$ cat config.mk
export PLATFORM = sky130hd
export DESIGN_NAME = obstacle_scheduler
export DESIGN_NICKNAME = d
export VERILOG_FILES = /design/src/rtl/level_pkg.sv /design/src/rtl/lfsr16.sv /design/src/rtl/obstacle_scheduler.sv
export SDC_FILE = /design/constraint.sdc
export NUM_CORES = 1
export LEC_CHECK = 0
export CORE_MARGIN = 1.5
export CORE_UTILIZATION = 45
export CTS_CLUSTER_DIAMETER = 40
export CTS_CLUSTER_SIZE = 20
export DETAILED_ROUTE_END_ITERATION = 10
export MAX_ROUTING_LAYER = met4
export PLACE_DENSITY_LB_ADDON = 0.15
export REMOVE_ABC_BUFFERS = 1
export SYNTH_ARGS = -nofsm -noshare
export SYNTH_HDL_FRONTEND = slang
export SYNTH_SLANG_ARGS = --single-unit
$ cat constraint.sdc
create_clock -name Clk -period 7.6 [get_ports Clk]
set_clock_uncertainty 0.15 [all_clocks]
set_input_delay 0.76 -clock Clk [delete_from_list [all_inputs] [get_ports Clk]]
set_output_delay 0.76 -clock Clk [all_outputs]
set_load 0.05 [all_outputs]
$ cat src/rtl/level_pkg.sv
// level_pkg: game state codes, lane encoding and helpers shared by level and player logic.
package level_pkg;
   localparam logic [3:0] TITLE    = 4'd0;
   localparam logic [3:0] TITLE1   = 4'd1;
   localparam logic [3:0] TITLE2   = 4'd2;
   localparam logic [3:0] TITLE3   = 4'd3;
   localparam logic [3:0] TITLE4   = 4'd4;
   localparam logic [3:0] RUN1     = 4'd5;
   localparam logic [3:0] RUN2     = 4'd6;
   localparam logic [3:0] JUMP1    = 4'd7;
   localparam logic [3:0] JUMP2    = 4'd8;
   localparam logic [3:0] DUCK1    = 4'd9;
   localparam logic [3:0] DUCK2    = 4'd10;
   localparam logic [3:0] IDLE     = 4'd11;
   localparam logic [3:0] CHARSEL0 = 4'd12;
   localparam logic [3:0] CHARSEL1 = 4'd13;
   typedef enum logic [1:0] {LANE_NONE, LANE_LOW, LANE_MID, LANE_HIGH} lane_e;
   localparam logic [15:0] LFSR_SEED = 16'hACE1;
   function automatic logic is_running(input logic [3:0] s);
      return s >= RUN1 && s <= DUCK2;
   endfunction
endpackage

$ cat src/rtl/lfsr16.sv
// lfsr16: 16-bit Fibonacci LFSR (taps 16,14,13,11), advances one step per asserted step.
module lfsr16
   import level_pkg::*;
(
   input  logic        Clk,
   input  logic        Reset,
   input  logic        step,
   output logic [15:0] value
);
   logic [15:0] value_q, value_d;
   always_comb value_d = step ? {value_q[14:0], value_q[15] ^ value_q[13] ^ value_q[12] ^ value_q[10]} : value_q;
   always_ff @(posedge Clk) begin
      if (Reset) value_q <= LFSR_SEED;
      else       value_q <= value_d;
   end
   assign value = value_q;
endmodule

$ cat src/rtl/obstacle_scheduler.sv
// obstacle_scheduler: per-frame obstacle spawning, leftward scrolling and retirement,
// with a randomised spawn cooldown and speed ramp every few spawns.
module obstacle_scheduler
   import level_pkg::*;
#(
   parameter int          NUM_OBS       = 4,
   parameter int          CORDW         = 10,
   parameter int          X_SPAWN       = 750,
   parameter int          X_LEFT        = 170,
   parameter int          MIN_GAP       = 24,
   parameter logic [5:0]  GAP_MASK      = 6'h1F,
   parameter int          SPEED_INIT    = 2,
   parameter int          SPEED_MAX     = 6,
   parameter int          SPEEDUP_EVERY = 8
)(
   input  logic                     Clk,
   input  logic                     Reset,
   input  logic                     frame_tick,
   input  logic [3:0]               state,
   output logic [NUM_OBS-1:0]       obs_valid,
   output logic [NUM_OBS*CORDW-1:0] obs_x,
   output logic [2*NUM_OBS-1:0]     obs_lane,
   output logic                     spawn_pulse,
   output logic [2:0]               speed
);
   localparam int CW = $clog2(SPEEDUP_EVERY);
   logic [15:0] r;
   logic title, upd, spawn, ramp;
   logic [NUM_OBS-1:0] valid_q, valid_d, pick;
   logic [NUM_OBS-1:0][CORDW-1:0] x_q, x_d;
   logic [NUM_OBS-1:0][1:0] lane_q, lane_d;
   logic [5:0] cd_q, cd_d, reload;
   logic [2:0] speed_q, speed_d;
   logic [CW-1:0] cnt_q, cnt_d;
   logic spawn_q;

   lfsr16 u_lfsr (.Clk(Clk), .Reset(Reset), .step(frame_tick), .value(r));

   assign title  = state == TITLE;
   assign upd    = frame_tick && is_running(state);
   // lowest free slot as one-hot, judged on occupancy before this frame's retirements
   assign pick   = ~valid_q & (valid_q + 1'b1);
   assign spawn  = upd && cd_q == '0 && r[1:0] != LANE_NONE && !(&valid_q);
   assign reload = 6'(MIN_GAP) + (r[7:2] & GAP_MASK);
   assign ramp   = cnt_q == CW'(SPEEDUP_EVERY - 1);

   always_comb begin
      valid_d = valid_q;
      x_d     = x_q;
      lane_d  = lane_q;
      for (int i = 0; i < NUM_OBS; i++) begin
         if (title) begin
            valid_d[i] = 1'b0;
            x_d[i]     = '0;
            lane_d[i]  = '0;
         end else if (spawn && pick[i]) begin
            valid_d[i] = 1'b1;
            x_d[i]     = CORDW'(X_SPAWN);
            lane_d[i]  = r[1:0];
         end else if (upd && valid_q[i]) begin
            if (x_q[i] < CORDW'(X_LEFT) + CORDW'(speed_q)) valid_d[i] = 1'b0;
            else                                           x_d[i] = x_q[i] - CORDW'(speed_q);
         end
      end
   end

   always_comb begin
      cd_d    = cd_q;
      speed_d = speed_q;
      cnt_d   = cnt_q;
      if (title) begin
         cd_d    = 6'(MIN_GAP);
         speed_d = 3'(SPEED_INIT);
         cnt_d   = '0;
      end else if (upd) begin
         // a blocked attempt (all slots busy) leaves the cooldown at zero to retry next frame
         if (cd_q != '0)                         cd_d = cd_q - 1'b1;
         else if (spawn || r[1:0] == LANE_NONE) cd_d = reload;
         if (spawn) begin
            cnt_d   = ramp ? '0 : cnt_q + 1'b1;
            speed_d = (ramp && speed_q < 3'(SPEED_MAX)) ? speed_q + 1'b1 : speed_q;
         end
      end
   end

   always_ff @(posedge Clk) begin
      if (Reset) begin
         valid_q <= '0;
         x_q     <= '0;
         lane_q  <= '0;
         cd_q    <= 6'(MIN_GAP);
         speed_q <= 3'(SPEED_INIT);
         cnt_q   <= '0;
         spawn_q <= 1'b0;
      end else begin
         valid_q <= valid_d;
         x_q     <= x_d;
         lane_q  <= lane_d;
         cd_q    <= cd_d;
         speed_q <= speed_d;
         cnt_q   <= cnt_d;
         spawn_q <= spawn;
      end
   end

   assign obs_valid   = valid_q;
   assign obs_x       = x_q;
   assign obs_lane    = lane_q;
   assign spawn_pulse = spawn_q;
   assign speed       = speed_q;
endmodule

==> results of run 1 <==
-- worst reg2reg max path, stage by stage, from the launching register on --
cell and delay [ns]:
dfxtp_1 0.82, ha_1 0.52, nand2b_1 0.29, a22o_1 0.32, a31oi_1 0.60, nor2_1 0.14, a2111oi_0 0.41
-- layout by cell type (no fill, tap or decap), types with 3 or more instances in the layout --
cell | Yosys | final
and4_2 | 3 | 3
inv_1 | 26 | 26
xor2_1 | 3 | 3
nor2b_1 | 3 | 3
nor3_1 | 15 | 15
nor2_1 | 43 | 43
o21ai_0 | 23 | 23
nor4bb_1 | 3 | 3
nand3_1 | 22 | 22
clkinv_4 | 0 | 3
a211oi_1 | 11 | 11
nand4_1 | 5 | 5
nor4_1 | 9 | 9
and3_1 | 3 | 3
ha_1 | 23 | 23
xnor2_1 | 4 | 4
dfxtp_1 | 81 | 81
clkbuf_8 | 0 | 10
or3_1 | 14 | 14
mux2_2 | 3 | 3
o211ai_1 | 4 | 4
a2111oi_0 | 3 | 3
nand2_1 | 35 | 35
clkdlybuf4s50_1 | 0 | 62
or4_1 | 17 | 17
nand2b_1 | 10 | 10
o21a_1 | 3 | 3
fa_1 | 8 | 8
o311a_1 | 4 | 4
o41ai_1 | 3 | 3
buf_4 | 0 | 4
a21oi_1 | 34 | 34
nand3b_1 | 5 | 5
o31ai_1 | 19 | 19
a31oi_1 | 22 | 22
mux2i_1 | 23 | 23
-- layer usage --
metal,track usage,up-vias,wire [um]
met5,-,-,0
met4,0.0694,0,171
met2,0.394,144,6070
met1,0.301,2059,5710
li1,-,2136,-
met3,0.0445,21,619
-- flip-flops by register name (all words and copies together), names as in the netlist --
signal and count:
obs_x 40, u_lfsr.value 16, obs_lane 8, cd_q 6, obs_valid 4, cnt_q 3, speed 3, spawn_pulse 1
-- layout make-up --
class | instances | area, um2
Fill cell | 914 | 4340
Tap cell | 133 | 166
Sequential cell | 81 | 1620
Inverter | 27 | 101
Clock buffer | 10 | 138
Clock inverter | 6 | 43.8
Multi-Input combinational cell | 406 | 2800
Timing Repair Buffer | 66 | 651
-- power by group through the flow --
| stage | Clock, W | Combinational (W) | Sequential (W) |
|---|---|---|---|
| global placement | 0 | 0.0000560 | 0.000450 |
| CTS | 0.000301 | 0.0000577 | 0.000440 |
| global route | 0.000315 | 0.0000645 | 0.000442 |
| floorplan | 0 | 0.0000364 | 0.000447 |
| detailed placement | 0 | 0.0000578 | 0.000450 |
| finish | 0.000294 | 0.0000579 | 0.000441 |
-- metrics by stage --
step / power, W / worst slack [ns] / cells / cell area (um2)
2_1_floorplan: 0.000483 / 4.50 / 514 / 4520
3_3_place_gp: 0.000506 / 4.10 / 713 / 5340
3_5_place_dp: 0.000508 / 4.05 / 713 / 5340
4_1_cts: 0.000799 / 4.22 / 729 / 5520
5_1_grt: 0.000822 / 3.78 / 729 / 5520
6_report: 0.000793 / 4.21 / 729 / 5520
-- worst max-delay path by stage --
stage | slack (ns) | startpoint | cells after the start | endpoint
after floorplan | 4.50 | speed[1] | 8 | obs_x[30]
after global placement | 4.10 | frame_tick | 6 | speed[2]
after detailed placement | 4.05 | frame_tick | 6 | speed[2]
after CTS | 4.22 | speed[1] | 6 | obs_x[30]
after global routing | 3.78 | speed[1] | 8 | obs_x[30]
final | 4.21 | speed[1] | 6 | obs_x[30]
-- cells by family after synthesis --
kind of cell               share of synthesized area
and+or+nand+nor                                0.240
AOI/OAI and AO/OA                              0.199
DFF                                            0.351
buffers and inverters                         0.0436
adders and majority gates                     0.0969
muxes                                         0.0571
xor gates and xnor gates                      0.0133
==> results.txt, run 1 <==
Longest Clk Path Bufs -> 2
Clock Power Share -> 0.371
synthesized area per cell -> 8.59 um2
hold_buf cts -> 0
Gate Count Post-Synth -> 538
Seq/Total Area, Yosys -> 0.351
endpoint type of the worst setup path -> register
Yosys reg bits -> 81
Routed Antenna Nets -> 0
H-tree depth -> 3
drt drc -> 0
worst slew pin tran -> 0.948 ns
Post-synth top cells -> 81 x dfxtp_1, 43 x nor2_1, 35 x nand2_1
Final period util -> 0.446
Max Cap Violations -> 0
Nets -> 629
area leader, netlist -> dfxtp_1
worst-path maximum fanout -> 14
Worst path slowest cell -> dfxtp_1
combinational group share of total power -> 0.073
vias in the first global route -> 4211
hold violation count in the final report -> 0
FF-to-FF Start -> speed[1]
Tmin final -> 3.39 ns
1st-iter DRT viols -> 294
CP required -> 7.69 ns
Post CTS Setup Buffer Count -> 0
Synth Cell Area -> 4620 um2
clock buffer count from CTS -> 9
Overall Global Routing Usage -> 0.240
crit-path leading delay family -> compound AO/OA/AOI/OAI gates
Max VDD drop -> 0.106 mV
total net switching power -> 0.000212 W
arrival time worst endpoint -> 3.47 ns
Setup TNS Final -> 0 ns
Starting Density -> 0.469
grt ovf -> 0
CP max stage delay -> 0.82 ns
first-pass GRT wire length -> 20.7 mm
num ports -> 63
most common flop cell mapped by yosys -> dfxtp_1
RSZ-0062 raised after global routing -> no
routability cong. -> 0.873
synth top area cells -> dfxtp_1 35%, ha_1 6.2%, mux2i_1 5.0%, a21oi_1 3.7%, nor2_1 3.5%
Die ar. -> 10900 um2
routed via count -> 4360
hold depth -> 2
Worst-path clk slew -> 0.09 ns
area fraction of the dominant cell type after synthesis -> 0.351
LEAKAGE -> 2.02 nW
Reg2Reg Depth -> 6
detailed-route vias per instance -> 5.98
synthesis-to-finish area growth -> 19.4%
Port Buffers -> 62
WL per Instance -> 17.2 um
post-CTS resize count -> 0
Power Density -> 144 nW/um2
sw frac -> 0.267
Min Hold Slack -> 0.313 ns
WS Path Type -> register to register
Setup-failing EPs final -> 0
FP Rows -> 36
drt pass-1 iters -> 5
antenna cells -> 0
EDFF count, synth -> 0
f_max -> 295 MHz
Buf+Inv Stages, Crit Path -> 0
r2r setup slk -> 4.21 ns
Hold Crit Start -> obs_lane[2]
part of the power in registers -> 0.556
CORE AREA -> 9860 um2
total wire length -> 12.6 mm
Final Slew Violations -> 0
die height -> 104 um
crit path cell chain -> ha_1 -> nand2b_1 -> a22o_1 -> a31oi_1 -> nor2_1 -> a2111oi_0
Core Util, Final -> 0.560
clk sinks -> 81
TritonCTS clock tree -> yes
layout cells sized above 1 -> 0.0570
min-delay worst type -> register to register
Synth cell types -> 62
number of synthesis warnings -> 0
slew margin rel. -> 0.352
top-count cell post-synth -> dfxtp_1
ys async rst share -> 0
Clock Tree Root -> clkbuf_8
Cell Int Power -> 0.000581 W
chip width -> 104 um
Clock Latency Late Sink -> 0.36 ns
initial antenna violation count -> 0
reg-to-reg endpoint -> obs_x[30]
status -> finished clean
hpwl dp -> 8.86 mm
crit path launch type -> register
hold worst-path end -> obs_lane[2]
largest net degree at the start of global routing -> 36
Power figures use the tool's default switching activity.
==> inputs of run 2 (changes only) <==
==> constraint.sdc (replaced) <==
create_clock -name Clk -period 3.12 [get_ports Clk]
set_clock_uncertainty 0.15 [all_clocks]
set_input_delay 0.312 -clock Clk [delete_from_list [all_inputs] [get_ports Clk]]
set_output_delay 0.312 -clock Clk [all_outputs]
set_load 0.05 [all_outputs]
==> run 2 against run 1 <==
Worst hold slack got worse by 0.0093 ns. Non-clock buffer count increased by 14. Global-route usage increased by 1.2 points. Wire length increased by 4.1%. Critical path depth increased by 1. Sequential cell count unchanged. Sequential share of layout area decreased by 0.81 points. Register-to-register slack got worse by 3.8 ns. Cell count increased by 1.9%. Fmax increased by 24%. Setup slack got worse by 3.8 ns. Largest cell class unchanged.
==> results.txt, run 2 (synthesis results as in run 1) <==
synthesis-to-finish area growth -> 22.8% (was 19.4%)
Total Power -> 0.00207 W (was 0.000793 W)
Hold Crit Start -> obs_lane[2] (unchanged)
Final Slew Violations -> 0 (unchanged)
Clock Latency Late Sink -> 0.37 ns (was 0.36 ns)
Max VDD drop -> 0.267 mV (was 0.106 mV)
detailed-route vias per instance -> 6.07 (was 5.98)
Layout fillers -> 873 (was 914)
r2r setup slk -> 0.39 ns (was 4.21 ns)
initial antenna violation count -> 0 (unchanged)
Final period util -> 0.874 (was 0.446)
Power Density -> 364 nW/um2 (was 144 nW/um2)
hold violation count in the final report -> 0 (unchanged)
arrival time worst endpoint -> 2.84 ns (was 3.47 ns)
CP required -> 3.23 ns (was 7.69 ns)
largest net degree at the start of global routing -> 42 (was 36)
Post CTS Setup Buffer Count -> 0 (unchanged)
most frequent cells in the layout -> 81 x dfxtp_1, 62 x clkdlybuf4s50_1, 43 x nor2_1 (unchanged)
Clock Tree Root -> clkbuf_8 (unchanged)
crit path launch type -> register (unchanged)
clk sinks -> 81 (unchanged)
grt ovf -> 0 (unchanged)
hold_buf cts -> 0 (unchanged)
reg-to-reg endpoint -> obs_x[21] (was obs_x[30])
worst-path maximum fanout -> 10 (was 14)
total wire length -> 13.1 mm (was 12.6 mm)
vias in the first global route -> 4260 (was 4211)
status -> finished clean (unchanged)
drt pass-1 iters -> 5 (unchanged)
area of the multi-input gates -> 2800 um2 (unchanged)
LEAKAGE -> 2.11 nW (was 2.02 nW)
Setup TNS Final -> 0 ns (unchanged)
Die ar. -> 10900 um2 (unchanged)
worst slew pin tran -> 0.637 ns (was 0.948 ns)
Setup-failing EPs final -> 0 (unchanged)
Longest Clk Path Bufs -> 2 (unchanged)
routed via count -> 4507 (was 4360)
H-tree depth -> 3 (unchanged)
pre-CTS WS -> 0.230 ns (was 4.05 ns)
TritonCTS clock tree -> yes (unchanged)
f_max -> 367 MHz (was 295 MHz)
die height -> 104 um (unchanged)
Largest register FFs -> 40 (unchanged)
Starting Density -> 0.469 (unchanged)
1st-iter DRT viols -> 287 (was 294)
commonest non-fill, non-tap cell in the layout -> dfxtp_1 (unchanged)
Overall Global Routing Usage -> 0.252 (was 0.240)
number of cells after detailed placement -> 727 (was 713)
FP Rows -> 36 (unchanged)
Nets -> 643 (was 629)
num ports -> 63 (unchanged)
sequential cell area -> 1620 um2 (unchanged)
min-delay worst type -> register to register (unchanged)
WL per Instance -> 17.6 um (was 17.2 um)
layout cells sized above 1 -> 0.0787 (was 0.0570)
Final Cell Area -> 5680 um2 (was 5520 um2)
Port Buffers -> 62 (unchanged)
antenna cells -> 0 (unchanged)
Placement Cell Area -> 5470 um2 (was 5340 um2)
clock buffer count from CTS -> 9 (unchanged)
chip width -> 104 um (unchanged)
CORE AREA -> 9860 um2 (unchanged)
Max Cap Violations -> 0 (unchanged)
RSZ-0062 raised after global routing -> no (unchanged)
drt drc -> 0 (unchanged)
Tmin final -> 2.73 ns (was 3.39 ns)
Routed Antenna Nets -> 0 (unchanged)
final std cells w/o fill -> 743 (was 729)
hold depth -> 2 (unchanged)
Worst-path clk slew -> 0.10 ns (was 0.09 ns)
hold worst-path end -> obs_lane[2] (unchanged)
WS Path Type -> register to register (unchanged)
endpoint type of the worst setup path -> register (unchanged)
first-pass GRT wire length -> 21.5 mm (was 20.7 mm)
Reg2Reg Depth -> 7 (was 6)
hpwl dp -> 9.26 mm (was 8.86 mm)
routability cong. -> 0.903 (was 0.873)
post-CTS resize count -> 0 (unchanged)
Setup WS post-layout -> 0.393 ns (was 4.21 ns)
FF-to-FF Start -> speed[0] (was speed[1])
slew margin rel. -> 0.571 (was 0.352)
run 2: worst max path at each step:
stage,from,endpoint,slack (ns),cells past startpoint
after global routing,speed[0],obs_x[21],0.23,7
after CTS,speed[0],obs_x[21],0.40,7
final,speed[0],obs_x[21],0.39,7
after global placement,state[3],speed[2],0.28,6
after floorplan,speed[1],obs_x[30],0.02,8
after detailed placement,state[3],speed[2],0.23,6
run 2: final cells by class:
cell class | count | share of cell area
inverters | 27 | 0.0178
multi-input cells | 406 | 0.493
repair buffers | 80 | 0.138
clock buffers | 9 | 0.0218
well taps | 133 | 0.0293
flip-flops and latches | 81 | 0.286
clock inverters | 7 | 0.0148
run 2: stage by stage:
stage,utilization,hold slack [ns]
2_1_floorplan,-,0.234
3_3_place_gp,0.555,0.290
6_report,0.576,0.304
4_1_cts,0.576,0.309
3_5_place_dp,0.555,0.297
5_1_grt,0.576,0.337
run 2: per-layer routing:
metal	GRT usage	routed length [um]
met2	0.400	6170
met3	0.0470	784
met4	0.0903	291
met1	0.319	5830
met5	-	0
run 2: critical path: stages, from the launching register on:
cell and delay, ns:
dfxtp_1 0.53, ha_1 0.26, inv_1 0.08, fa_1 0.38, a211oi_1 0.37, o21a_1 0.38
nor3_1 0.14, o311a_1 0.33
run 2: power breakdown:
group,switching (W),leakage (nW),total [W],internal [W]
Clock,0.000446,0.103,0.000832,0.000385
Sequential,0.0000194,0.656,0.00107,0.00105
Combinational,0.0000992,1.35,0.000163,0.0000638
==> inputs of run 3 (changes only) <==
--- a/config.mk
+++ b/config.mk
@@ -6,7 +6,7 @@
 export NUM_CORES = 1
 export LEC_CHECK = 0
 export CORE_MARGIN = 1.5
-export CORE_UTILIZATION = 45
+export CORE_UTILIZATION = 54
 export CTS_CLUSTER_DIAMETER = 40
 export CTS_CLUSTER_SIZE = 20
 export DETAILED_ROUTE_END_ITERATION = 10
@@ -16,3 +16,4 @@
 export SYNTH_ARGS = -nofsm -noshare
 export SYNTH_HDL_FRONTEND = slang
 export SYNTH_SLANG_ARGS = --single-unit
+export TNS_END_PERCENT = 20
==> run 3 against run 2 <==
First-iteration DRC count increased by 44%. Power decreased by 4.6%. Core utilization increased by 10 points. Critical path depth unchanged. Register-to-register slack got worse by 0.02 ns. Critical endpoint is now obs_x[22]. Largest cell class unchanged.
==> results.txt, run 3 (synthesis results as in run 1) <==
total wire length -> 12.8 mm (was 13.1 mm)
FP Rows -> 33 (was 36)
die height -> 95.5 um (was 104 um)
drt pass-1 iters -> 5 (unchanged)
Starting Density -> 0.560 (was 0.469)
H-tree depth -> 3 (unchanged)
synthesis-to-finish area growth -> 20.6% (was 22.8%)
Overall Global Routing Usage -> 0.304 (was 0.252)
TritonCTS clock tree -> yes (unchanged)
Largest register FFs -> 40 (unchanged)
crit path launch type -> register (unchanged)
LEAKAGE -> 2.08 nW (was 2.11 nW)
commonest non-fill, non-tap cell in the layout -> dfxtp_1 (unchanged)
Max VDD drop -> 0.251 mV (was 0.267 mV)
Routed Antenna Nets -> 0 (unchanged)
initial antenna violation count -> 0 (unchanged)
hold violation count in the final report -> 0 (unchanged)
drt drc -> 0 (unchanged)
Die ar. -> 9130 um2 (was 10900 um2)
pre-CTS WS -> 0.212 ns (was 0.230 ns)
post-CTS resize count -> 0 (unchanged)
hold depth -> 2 (unchanged)
reg-to-reg endpoint -> obs_x[22] (was obs_x[21])
Setup TNS Final -> 0 ns (unchanged)
Max Cap Violations -> 0 (unchanged)
Setup-failing EPs final -> 0 (unchanged)
RSZ-0062 raised after global routing -> no (unchanged)
detailed-route vias per instance -> 6.28 (was 6.07)
f_max -> 364 MHz (was 367 MHz)
Tmin final -> 2.75 ns (was 2.73 ns)
Final period util -> 0.880 (was 0.874)
largest net degree at the start of global routing -> 40 (was 42)
Nets -> 639 (was 643)
Post CTS Setup Buffer Count -> 0 (unchanged)
WL per Instance -> 18.0 um (was 17.6 um)
most frequent cells in the layout -> 81 x dfxtp_1, 62 x clkdlybuf4s50_1, 43 x nor2_1 (unchanged)
r2r setup slk -> 0.37 ns (was 0.39 ns)
routed via count -> 4467 (was 4507)
Final Slew Violations -> 0 (unchanged)
clock buffer count from CTS -> 9 (unchanged)
first-pass GRT wire length -> 20.8 mm (was 21.5 mm)
WS Path Type -> register to register (unchanged)
Longest Clk Path Bufs -> 2 (unchanged)
hold_buf cts -> 0 (unchanged)
endpoint type of the worst setup path -> register (unchanged)
clk sinks -> 81 (unchanged)
Min Hold Slack -> 0.304 ns (about the same)
1st-iter DRT viols -> 412 (was 287)
crit-path leading delay family -> compound AO/OA/AOI/OAI gates (unchanged)
FF-to-FF Start -> speed[0] (unchanged)
grt ovf -> 0 (unchanged)
hpwl dp -> 9.12 mm (was 9.26 mm)
worst-path maximum fanout -> 10 (unchanged)
Power Density -> 353 nW/um2 (was 364 nW/um2)
CP max stage delay -> 0.55 ns (was 0.53 ns)
crit path cell chain -> ha_1 -> inv_1 -> fa_1 -> a211oi_1 -> o21a_1 -> nor3_1 -> o311a_1 (unchanged)
Reg2Reg Depth -> 7 (unchanged)
num ports -> 63 (unchanged)
Placement Cell Area -> 5390 um2 (was 5470 um2)
status -> finished clean (unchanged)
min-delay worst type -> register to register (unchanged)
Buf+Inv Stages, Crit Path -> 1 (unchanged)
Worst-path clk slew -> 0.09 ns (was 0.10 ns)
Worst path slowest cell -> dfxtp_1 (unchanged)
Total Power -> 0.00197 W (was 0.00207 W)
vias in the first global route -> 4136 (was 4260)
routability cong. -> 0.900 (was 0.903)
slew margin rel. -> 0.567 (was 0.571)
Hold Crit Start -> obs_lane[2] (unchanged)
Port Buffers -> 62 (unchanged)
arrival time worst endpoint -> 2.86 ns (was 2.84 ns)
antenna cells -> 0 (unchanged)
Clock Latency Late Sink -> 0.37 ns (about the same)
layout cells sized above 1 -> 0.0726 (was 0.0787)
worst slew pin tran -> 0.647 ns (was 0.637 ns)
chip width -> 95.5 um (was 104 um)
Setup WS post-layout -> 0.374 ns (was 0.393 ns)
hold worst-path end -> obs_lane[2] (unchanged)
Final Cell Area -> 5580 um2 (was 5680 um2)
Clock Tree Root -> clkbuf_8 (unchanged)
CORE AREA -> 8260 um2 (was 9860 um2)
CP required -> 3.23 ns (about the same)
==> run 3: worst max path at each step <==
stage,to,cells after the start,start
global route,obs_x[21],7,speed[0]
CTS,obs_x[22],7,speed[0]
global placement,speed[2],6,state[3]
finish,obs_x[22],7,speed[0]
detailed placement,speed[0],6,state[3]
floorplan,obs_x[30],8,speed[1]
==> run 3: routing by layer <==
layer | up-vias | wire length (um) | GRT usage
met1 | 2116 | 5520 | 0.389
met5 | - | 0 | -
met4 | 0 | 360 | 0.125
met2 | 163 | 6150 | 0.482
li1 | 2155 | - | -
met3 | 33 | 744 | 0.0415
==> run 3: layout make-up <==
class	instances	area (um2)
Fill cell	708	2680
Timing Repair Buffer	76	738
Sequential cell	81	1620
Inverter	27	101
Multi-Input combinational cell	406	2800
Clock buffer	9	124
Tap cell	105	131
Clock inverter	7	60.1
==> run 3: tightest hold or removal path, stage by stage (launching register included) <==
cell and delay, ns:
dfxtp_1 0.32, nand2_1 0.05, a21oi_1 0.05
==> run 3: power by group <==
group | switching (W) | internal [W]
Combinational | 0.000101 | 0.0000598
Clock | 0.000442 | 0.000302
Sequential | 0.0000146 | 0.00105
==> run 3: metrics by stage <==
stage                     cells   util
after floorplan             514      -
after global placement      695  0.653
after detailed placement    695  0.653
after CTS                   711  0.675
after global routing        711  0.675
final                       711  0.675
